`src/rtl/conv_encoder_tx.sv`:
```
// Framed K=3 rate-1/2 convolutional encoder (G0=111, G1=101) with zero tail,
// antipodal soft-symbol mapping and optional Galois-LFSR noise injection.
module conv_encoder_tx #(
    parameter int          N          = 32,
    parameter bit          TAIL_EN    = 1'b1,
    parameter logic [15:0] NOISE_SEED = 16'hACE1,
    parameter int          FC_WIDTH   = 16
) (
    input  logic                clk,
    input  logic                rst,
    input  logic                in_bit,
    input  logic                in_valid,
    output logic                in_ready,
    input  logic                noise_en,
    output logic [1:0]          out_p,
    output logic [7:0]          out_sym0,
    output logic [7:0]          out_sym1,
    output logic                out_valid,
    input  logic                out_ready,
    output logic                out_last,
    output logic [FC_WIDTH-1:0] frame_cnt,
    output logic                busy
);
    localparam int            CW       = (N > 1) ? $clog2(N) : 1;
    localparam logic [CW-1:0] LAST_BIT = CW'(N - 1);

    typedef enum logic {S_DATA, S_TAIL} state_t;

    state_t        state, state_nxt;
    logic [CW-1:0] bit_cnt, bit_cnt_nxt;
    logic          tail_cnt, tail_cnt_nxt;
    logic [1:0]    enc, enc_nxt;      // {s1,s0}
    logic [15:0]   lfsr, lfsr_nxt;
    logic          slot_free, load, u, last_beat, p0, p1;

    // Saturating add of a 5-bit signed noise sample to the +127/-128 base.
    function automatic logic [7:0] map_sym(input logic b, input logic [4:0] n5, input logic en);
        logic signed [8:0] base, noise, sum;
        base  = b ? 9'sd127 : -9'sd128;
        noise = en ? {{4{n5[4]}}, n5} : 9'sd0;
        sum   = base + noise;
        if (sum > 9'sd127)
            return 8'h7F;
        else if (sum < -9'sd128)
            return 8'h80;
        else
            return sum[7:0];
    endfunction

    always_comb begin
        slot_free    = !out_valid || out_ready;
        state_nxt    = state;
        bit_cnt_nxt  = bit_cnt;
        tail_cnt_nxt = tail_cnt;
        enc_nxt      = enc;
        in_ready     = 1'b0;
        load         = 1'b0;
        u            = 1'b0;
        last_beat    = 1'b0;
        case (state)
            S_DATA: begin
                in_ready = slot_free && !rst;
                load     = in_valid && in_ready;
                u        = in_bit;
                if (load) begin
                    if (bit_cnt == LAST_BIT) begin
                        bit_cnt_nxt = '0;
                        if (TAIL_EN) begin
                            state_nxt = S_TAIL;
                            enc_nxt   = {u, enc[1]};
                        end else begin
                            // No tail: trellis is forced back to 00 for the next frame.
                            enc_nxt   = 2'b00;
                            last_beat = 1'b1;
                        end
                    end else begin
                        bit_cnt_nxt = bit_cnt + 1'b1;
                        enc_nxt     = {u, enc[1]};
                    end
                end
            end
            S_TAIL: begin
                load = slot_free;
                if (load) begin
                    enc_nxt = {1'b0, enc[1]};
                    if (tail_cnt) begin
                        tail_cnt_nxt = 1'b0;
                        state_nxt    = S_DATA;
                        last_beat    = 1'b1;
                    end else begin
                        tail_cnt_nxt = 1'b1;
                    end
                end
            end
            default: state_nxt = S_DATA;
        endcase
        p0       = u ^ enc[1] ^ enc[0];
        p1       = u ^ enc[0];
        lfsr_nxt = lfsr[0] ? ((lfsr >> 1) ^ 16'hB400) : (lfsr >> 1);
    end

    always_ff @(posedge clk) begin
        if (rst) begin
            state     <= S_DATA;
            bit_cnt   <= '0;
            tail_cnt  <= 1'b0;
            enc       <= 2'b00;
            lfsr      <= NOISE_SEED;
            out_valid <= 1'b0;
            out_last  <= 1'b0;
            out_p     <= 2'b00;
            out_sym0  <= 8'h00;
            out_sym1  <= 8'h00;
            frame_cnt <= '0;
        end else begin
            state    <= state_nxt;
            bit_cnt  <= bit_cnt_nxt;
            tail_cnt <= tail_cnt_nxt;
            enc      <= enc_nxt;
            if (load) begin
                // Noise uses the pre-advance LFSR value.
                out_valid <= 1'b1;
                out_p     <= {p0, p1};
                out_sym0  <= map_sym(p0, lfsr[4:0], noise_en);
                out_sym1  <= map_sym(p1, lfsr[12:8], noise_en);
                out_last  <= last_beat;
                if (last_beat)
                    frame_cnt <= frame_cnt + 1'b1;
                if (noise_en)
                    lfsr <= lfsr_nxt;
            end else if (out_ready) begin
                out_valid <= 1'b0;
            end
        end
    end

    assign busy = (bit_cnt != '0) || (state == S_TAIL) || out_valid;

endmodule
```
`config.mk`:
```
export PLATFORM = sky130hd
export DESIGN_NAME = conv_encoder_tx
export DESIGN_NICKNAME = d
export VERILOG_FILES = /design/src/rtl/conv_encoder_tx.sv
export SDC_FILE = /design/constraint.sdc
export NUM_CORES = 1
export LEC_CHECK = 0
export CORE_ASPECT_RATIO = 1.2
export CORE_MARGIN = 2
export CORE_UTILIZATION = 55
export CTS_CLUSTER_DIAMETER = 100
export DETAILED_ROUTE_END_ITERATION = 8
export GPL_ROUTABILITY_DRIVEN = 0
export PLACE_DENSITY = 0.89
export SYNTH_ARGS = -nofsm -noshare
export SYNTH_HDL_FRONTEND = slang
export SYNTH_SLANG_ARGS = --single-unit
```
`constraint.sdc`:
```
create_clock -name clk -period 4.4 [get_ports clk]
set_clock_uncertainty 0.15 [all_clocks]
set_input_delay 0.88 -clock clk [delete_from_list [all_inputs] [get_ports clk]]
set_output_delay 0.88 -clock clk [all_outputs]
set_load 0.03 [all_outputs]
```
==> results.yml <==
route:
  vias: 2875
  routed_wl_mm: 6.80
  via_per_inst: 5.80
  drt_iter0_drc: 135
  wl_per_cell_um: 13.7
  drc: 0
  drtAntennaViolNets: 0
  firstDrtPassIters: 5
timing:
  hold_viol_final: 0
  rsz0062_at_grt: "false"
  finalMaxSlewViolations: 0
  period_needed_ns: 3.83
  setup_violations: 0
  fin_setup_tns_ns: 0
  timing.slew.headroom_pct: 39.3
  fmax_ghz: 0.261
  fin_crit_sh_pct: 87.0
  timing.final.ws_setup_ns: 0.571
  worstMarginPinSlew_ns: 0.907
clocking:
  clock_latency_ns: 0.34
  cts.sinks: 61
  cts_made_buffers: 9
  clk_pin_slew_ns: 0.06
  clock_path_buffers: 2
  cts_setup_buffers: 0
  cts-root-buf: "clkbuf_8"
  cts_tree: "built"
  hold_buffers: 0
  cts_resized: 0
  htreeDepth: 3
final_layout:
  num_antenna_cells: 0
  area_growth_syn_to_layout_pct: 20.2
  final_cell_mix: "dfxtp_1 (61), nand2_1 (52), clkdlybuf4s50_1 (43)"
  nets: 447
  drive_gt1_share_pct: 6.71
  stdcell_area_um2: 3780
  final_common_cell: "dfxtp_1"
worst_setup_path:
  setup.worst_path.end_class: "flop"
  start_kind: "input pin"
  r2r_slack_ns: 1.01
  startpoint: "in_bit"
  critPathArrivalTime_ns: 3.94
  endpoint: "out_sym0[4]$_SDFFE_PP0N_"
  rr_startpoint: "state$_SDFF_PP0_"
  cp_max_fo: 9
  crit_required_ns: 4.51
  rr_endpoint: "out_sym0[4]$_SDFFE_PP0N_"
  path_class: "input pin to flop"
  reg2regPathDepth: 10
pwr:
  power_frac_comb_pct: 18.1
  p_sw_share_pct: 28.2
  seq_power_share_pct: 47.6
  internal-power_uw: 894
  power_leakage_uw: 0.00140
  p_sw_uw: 351
  power_density_nw_per_um2: 330
  clock_power_share_pct: 34.3
  vdd_drop_max_mv: 0.261
logic_synthesis:
  synth_area_leaders: "dfxtp_1 (39%), a21oi_1 (6.2%), nand2_1 (6.2%)"
  synth.distinct_cells: 50
  synth_area_per_cell_um2: 8.06
  yosysTopAreaCellShare_pct: 38.9
  synth_seq_cells: 61
  yosys_warnings: 0
  synth_nets: 408
  synth_area_um2: 3140
  synth-seq-area-share_pct: 38.9
  synth_top_area_cell: "dfxtp_1"
  synthCells: 390
floorplanning:
  die_h_um: 86.8
  fp.coreArea_um2: 5590
  num_rows: 30
  die_w_um: 73.0
  fp.dieArea_um2: 6340
  io-pin-count: 44
  start_util_pct: 56.2
flow_run:
  max_cap_viol_count: 0
placement:
  dpl_cell_area_um2: 3610
  pre_cts_ws_ns: 0.292
  portBuffers: 43
  dpl.hpwl_mm: 4.76
global_routing:
  grt_max_degree: 41
  antenna_found_initial: 0
  grt_pass1_vias: 2557
  grt_pass1_wl_mm: 11.3
  grt_overflow: 0
  gr-usage-all-layers_pct: 22.8
hold_path:
  holdCritPathClass: "flop to flop"
status:
  status: "completed"
[metrics by stage]
step                instances  power (uW)  hold slack [ns]  util, %
finish                    496        1250            0.306     67.5
global route              496        1300            0.313     67.5
CTS                       496        1250            0.306     67.5
detailed placement        482         829            0.298     64.6
global placement          482         823            0.289     64.6
floorplan                 390         759            0.282        -
[routing by layer]
layer / GRT usage [%] / vias up / share of wire, %
li1: - / 1458 / -
met1: 25.4 / 1335 / 43
met2: 38.8 / 70 / 49
met3: 7.67 / 12 / 6.7
met4: 9.93 / 0 / 1.5
met5: 0 / - / 0
[cells in the mapped netlist, drive strengths merged]
library cell   n
nand3         20
and4           3
mux2           1
xor2           4
nand4          7
a41oi          2
nand4bb        1
inv           17
or2            2
o21bai         2
o221ai         1
o21a           5
clkbuf        16
or4b           2
clkinv         2
nor4           6
o211ai        12
a32oi          5
nand2         52
and2           7
nor3b          1
nor2b          5
buf            5
dfxtp         61
nor2          23
a31oi          3
nor3           8
nand2b         1
a2bb2oi        1
a21oi         39
or4            1
a211oi         3
ha            12
nand3b         2
xnor3          1
mux2i          2
o21ba          1
and3           4
or3            4
or3b           1
o22ai          2
o21ai         23
a21o           3
xnor2         17
[final cells by class]
class                           instances  area (um2)
Clock buffer                           12         155
Clock inverter                          2        10.0
Fill cell                             454        1820
Inverter                               19        71.3
Multi-Input combinational cell        289        1760
Sequential cell                        61        1220
Tap cell                               64        80.1
Timing Repair Buffer                   49         475
[worst min-delay path by stage]
stage | from | depth (start not counted) | slack [ns] | to
3_5_place_dp | lfsr[15]$_SDFFE_PP1P_ | 2 | 0.30 | lfsr[14]$_SDFFE_PP0P_
6_report | lfsr[15]$_SDFFE_PP1P_ | 2 | 0.31 | lfsr[14]$_SDFFE_PP0P_
3_3_place_gp | lfsr[15]$_SDFFE_PP1P_ | 2 | 0.29 | lfsr[14]$_SDFFE_PP0P_
4_1_cts | lfsr[15]$_SDFFE_PP1P_ | 2 | 0.31 | lfsr[14]$_SDFFE_PP0P_
2_1_floorplan | lfsr[5]$_SDFFE_PP1P_ | 2 | 0.28 | lfsr[4]$_SDFFE_PP0P_
5_1_grt | lfsr[5]$_SDFFE_PP1P_ | 2 | 0.31 | lfsr[4]$_SDFFE_PP0P_
[power groups by stage]
| stage | registers [uW] | clock network, uW | logic, uW |
|---|---|---|---|
| 3_5_place_dp | 604 | 0 | 224 |
| 6_report | 593 | 427 | 226 |
| 5_1_grt | 595 | 458 | 248 |
| 2_1_floorplan | 629 | 0 | 130 |
| 4_1_cts | 593 | 435 | 226 |
| 3_3_place_gp | 604 | 0 | 219 |
[flip-flops by register name, indices dropped and copies added, names as in the netlist, 2 cells and up]
name,count
frame_cnt,16
lfsr,16
out_sym0,8
out_sym1,8
bit_cnt,5
enc,2
out_p,2
[logic make-up (layout without fill, tap and decap cells)]
logic type / Yosys count / count (layout) / share of synthesized area [%]
AND/OR/NAND/NOR: 150 / 150 / 23.7
adder cells (fa/ha/maj): 12 / 12 / 4.78
flip-flops: 61 / 61 / 38.9
multiplexers: 3 / 3 / 0.995
buffers and inverters: 40 / 82 / 5.02
AO/OA/AOI/OAI: 102 / 102 / 19.8
XOR/XNOR: 22 / 22 / 6.85
[worst max-delay path, cell delays in order]
cell	delay (ns)
clkdlybuf4s50_1	0.45
nor2b_2	0.22
xnor3_2	0.33
clkinv_1	0.29
ha_1	0.36
ha_1	0.28
or2_2	0.30
o221ai_1	0.07
mux2i_1	0.14
or4b_1	0.52
o211ai_1	0.10
Power figures use the tool's default switching activity.
